===== config.mk =====
export PLATFORM = sky130hd
export DESIGN_NAME = regfile_mp
export DESIGN_NICKNAME = d
export VERILOG_FILES = /design/src/rtl/regfile_mp.sv
export SDC_FILE = /design/constraint.sdc
export NUM_CORES = 2
export LEC_CHECK = 0
export CAP_MARGIN = 20
export CORE_MARGIN = 2
export CORE_UTILIZATION = 55
export CTS_CLUSTER_DIAMETER = 120
export DETAILED_ROUTE_END_ITERATION = 10
export HOLD_SLACK_MARGIN = 0.15
export PLACE_DENSITY = 0.7
export SLEW_MARGIN = 20
export SYNTH_ARGS = -nofsm -noshare
export SYNTH_HDL_FRONTEND = slang
export SYNTH_SLANG_ARGS = --single-unit

===== constraint.sdc =====
create_clock -name clk -period 7.65 [get_ports clk]
set_input_delay 1.1475 -clock clk [delete_from_list [all_inputs] [get_ports clk]]
set_output_delay 1.1475 -clock clk [all_outputs]
set_load 0.05 [all_outputs]

===== src/rtl/regfile_mp.sv =====
// regfile_mp: multi-port register file with a per-register pending-write scoreboard (optional forwarding: REGFILE_BYPASS_EN)
module regfile_mp #(
   parameter int DATA_W = 32,
   parameter int ADDR_W = 5,
   parameter int NUM_RD = 2,
   parameter int NUM_WR = 2
) (
   input  logic                     clk,
   input  logic                     rst,
   input  logic [NUM_WR-1:0]        wr_en,
   input  logic [NUM_WR*ADDR_W-1:0] wr_addr,
   input  logic [NUM_WR*DATA_W-1:0] wr_data,
   input  logic                     iss_en,
   input  logic [ADDR_W-1:0]        iss_addr,
   input  logic [NUM_RD-1:0]        rd_en,
   input  logic [NUM_RD*ADDR_W-1:0] rd_addr,
   output logic [NUM_RD*DATA_W-1:0] rd_data,
   output logic [NUM_RD-1:0]        rd_busy,
   output logic [ADDR_W:0]          pend_cnt
);
   localparam int DEPTH = 2**ADDR_W;
   logic [DATA_W-1:0] regs [DEPTH];
   logic [DEPTH-1:0]  pending;
   logic [DEPTH-1:0]  pend_nxt;
   logic [ADDR_W:0]   cnt_nxt;
   // next scoreboard: writebacks clear, a same-cycle issue then re-sets (new producer wins)
   always_comb begin
      pend_nxt = pending;
      for (int i = 0; i < NUM_WR; i++)
         if (wr_en[i]) pend_nxt[wr_addr[i*ADDR_W +: ADDR_W]] = 1'b0;
      if (iss_en) pend_nxt[iss_addr] = 1'b1;
      pend_nxt[0] = 1'b0;
      cnt_nxt = '0;
      for (int r = 0; r < DEPTH; r++) cnt_nxt = cnt_nxt + (ADDR_W+1)'(pend_nxt[r]);
   end
   // scoreboard and its population count register
   always_ff @(posedge clk) begin
      if (!rst) begin
         pending  <= '0;
         pend_cnt <= '0;
      end else begin
         pending  <= pend_nxt;
         pend_cnt <= cnt_nxt;
      end
   end
   // register array; later write ports override earlier ones on the same address
   always_ff @(posedge clk) begin
      if (!rst) begin
         for (int r = 0; r < DEPTH; r++) regs[r] <= '0;
      end else begin
         for (int i = 0; i < NUM_WR; i++)
            if (wr_en[i] && wr_addr[i*ADDR_W +: ADDR_W] != '0)
               regs[wr_addr[i*ADDR_W +: ADDR_W]] <= wr_data[i*DATA_W +: DATA_W];
      end
   end
   // combinational read ports, zeroed while in reset, when disabled, or for x0
   always_comb begin : rd_blk
      logic [ADDR_W-1:0] ra;
      rd_data = '0;
      rd_busy = '0;
      ra = '0;
      for (int j = 0; j < NUM_RD; j++) begin
         ra = rd_addr[j*ADDR_W +: ADDR_W];
         if (rst && rd_en[j] && ra != '0) begin
            rd_data[j*DATA_W +: DATA_W] = regs[ra];
            rd_busy[j] = pending[ra];
`ifdef REGFILE_BYPASS_EN
            for (int i = 0; i < NUM_WR; i++)
               if (wr_en[i] && wr_addr[i*ADDR_W +: ADDR_W] == ra) begin
                  rd_data[j*DATA_W +: DATA_W] = wr_data[i*DATA_W +: DATA_W];
                  rd_busy[j] = iss_en && iss_addr == ra;
               end
`else
`endif
         end
      end
   end
endmodule


==> results.json <==
{
  "critical_path_arrival_ns": 7.18,
  "hold_viol": 0,
  "drt_first_pass_iters": 9,
  "start_util": 0.5544,
  "clock_latency_ns": 0.71,
  "postLayoutCellArea_sq_um": 69380,
  "dp_hpwl_um": 152500,
  "die_x_um": 340.5,
  "cts_setup_buffers": 0,
  "timing.final.ws_setup_ns": 1.024,
  "ys_seq_area_frac": 0.5056,
  "setup_viol": 0,
  "ir_worst_vdd_mv": 0.1918,
  "drv_slew": 0,
  "worst_pin_slew_ns": 1.289,
  "synth_flop_cell": "edfxtp_1",
  "power_density_nw_per_um2": 212.1,
  "finalClockSkew_ns": 0.009634,
  "multiInputGateArea_sq_um": 28580,
  "worstPathMaxFanout": 14,
  "pre_cts_ws_ns": 0.3631,
  "rows": 123,
  "async_reset_ff_frac": 0,
  "grt_antenna_before_repair": 10,
  "synth_cells": 4644,
  "fin_crit_sh": 0.8661,
  "io_buffers": 167,
  "gr-usage-all-layers": 0.4413,
  "final-seq-area_sq_um": 31490,
  "hold_buffers": 0,
  "cap_violations": 0,
  "required_ns": 8.21,
  "tns_ns": 0,
  "fillers": 8581,
  "grt_overflow_total": 0,
  "synth_seq_cells": 1061,
  "area_growth_pct": 11.38,
  "power_leakage_nw": 24.44,
  "wl_per_cell_um": 42.61,
  "core_sq_um": 112300,
  "grt_first_pass_wirelength_um": 361900,
  "vias": 50120,
  "status": "finished, final reports clean",
  "route.detailed.drc": 0,
  "rsz0062_at_grt": "false",
  "ys_types": 61,
  "fin_nets": 4673,
  "vias_per_cell": 8.157,
  "cts-root-buf": "clkbuf_16",
  "cp-start-kind": "primary input",
  "ys_warn_count": 0,
  "drt_wl_total_um": 261800,
  "hp-class": "register to register",
  "endpoint_kind": "register",
  "drt_iter0_markers": 9181,
  "netlist_area_sq_um": 62290,
  "ctsResizeCount": 0,
  "power_mw": 14.71,
  "final_layout_size_suffix_gt1_frac": 0.2056,
  "fin_crit_ns": 6.626,
  "grt_start_max_net_pins": 111,
  "ant_nets": 0,
  "max_freq_mhz": 150.9,
  "synth_edf_count": 1024,
  "path_class": "primary input to register",
  "h-tree-depth": 3,
  "die_y_um": 340.5,
  "cts_tree": "done",
  "die_area_sq_um": 116000,
  "place_area_sq_um": 65720,
  "place.gp.congestion": 0.9177,
  "synth.avg_cell_area_sq_um": 13.41,
  "clockBufferDepth": 3,
  "cts_buffers": 117,
  "cts.sinks": 1061,
  "relSlewSlack": 0.1382,
  "clk_pin_slew_ns": 0.07,
  "grt_pass1_vias": 48820,
  "io_pins": 168
}
## metrics by stage
| step | util | std cells | hold WS (ns) |
|---|---|---|---|
| after global routing | 0.6174 | 6140 | 0.6567 |
| after global placement | 0.5850 | 5923 | 0.6086 |
| final | 0.6175 | 6145 | 0.6180 |
| after floorplan | - | 4675 | 0.5171 |
| after CTS | 0.6182 | 6139 | 0.6172 |
| after detailed placement | 0.5850 | 5927 | 0.5979 |
## area by class of cell
cell class,instances,share of cell area
flip-flops and latches,1061,0.4539
multi-input cells,2938,0.4120
repair buffers,401,0.05162
clock buffers,144,0.04442
well taps,1500,0.02705
clock inverters,68,0.009270
inverters,28,0.001533
diodes,5,0.0001803
## cell usage after synthesis (all sizes together), types with 2 or more instances
library cell / n / area share
edfxtp: 1024 / 0.49
a22o: 1001 / 0.14
mux2i: 479 / 0.077
clkbuf: 413 / 0.025
mux4: 291 / 0.11
buf: 235 / 0.020
nand2: 218 / 0.013
a22oi: 188 / 0.023
mux2: 129 / 0.023
a21oi: 97 / 0.0078
nor2: 88 / 0.0053
nand3: 75 / 0.0060
a32oi: 64 / 0.0090
a31oi: 48 / 0.0048
dfxtp: 37 / 0.012
nand3b: 32 / 0.0039
inv: 28 / 0.0017
o21ai: 26 / 0.0021
fa: 23 / 0.0074
nor3: 21 / 0.0030
and2: 18 / 0.0018
nor2b: 17 / 0.0017
a221oi: 14 / 0.0020
nor3b: 11 / 0.0016
and3: 10 / 0.0010
and3b: 10 / 0.0014
ha: 7 / 0.0014
nand2b: 6 / 0.00060
o221ai: 4 / 0.00056
or3b: 4 / 0.00056
and4b: 3 / 0.00048
a211o: 2 / 0.00028
nand4b: 2 / 0.00028
or4: 2 / 0.00030
## path summary, 6_finish.rpt
kind / cells after the start / endpoint / slack [ns] / start
hold reg to reg: 2 / pending[22] / 0.62 / pending[22]
hold / removal: 2 / pending[22] / 0.62 / pending[22]
setup reg to reg: 15 / pend_cnt[4] / 2.46 / pending[24]
setup / recovery: 18 / pend_cnt[4] / 1.02 / wr_addr[4]
## worst max-delay path, stage by stage
cell	delay, ns
clkdlybuf4s50_1	0.79
and3b_1	0.41
a22oi_1	0.12
a22oi_1	0.28
fa_1	0.52
fa_1	0.55
fa_1	0.53
inv_1	0.06
fa_1	0.57
fa_1	0.45
fa_1	0.54
fa_1	0.20
inv_1	0.06
fa_1	0.43
nor2b_1	0.17
o21ai_0	0.11
a21boi_0	0.17
nor3_1	0.06
## metal layers
metal | part of all wire | vias up | track usage
met3 | 0.17 | 1390 | 0.1846
met5 | 0.0013 | - | 0.003676
met1 | 0.33 | 24670 | 0.5385
met4 | 0.081 | 18 | 0.2961
li1 | - | 18810 | -
met2 | 0.42 | 5240 | 0.6405
## state kept, by name, summed over array words and instances, names as in the netlist
name and count:
pend_cnt 6, pending 31, regs 1024
## placed cells by master, fill, tap and decap left out, types with 50 or more instances in the layout
master	synthesis	routed
buf_4	33	209
a32oi_1	64	64
clkbuf_16	0	119
nor2_4	0	50
a22oi_1	188	188
edfxtp_1	1024	1024
nand3_1	75	75
clkdlybuf4s50_1	0	125
mux4_2	291	291
mux2_2	129	129
a22o_1	1001	1001
mux2i_1	479	479
a21oi_1	97	97
nand2_1	218	218
## logic make-up after synthesis
family	count (synthesis)	synth area share
other cells	1	0.00006020
simple gates	523	0.04186
flops	1061	0.5056
mux	899	0.2055
fa+ha+maj	30	0.008798
buf+inv	676	0.04690
compound gates	1453	0.1912
xor+xnor	1	0.0001406
## report_power, final
part,internal (mW),switching [mW]
clock network,3.18,2.46
logic,0.774,1.40
registers,6.71,0.177
total,10.7,4.04
Power figures use the tool's default switching activity.
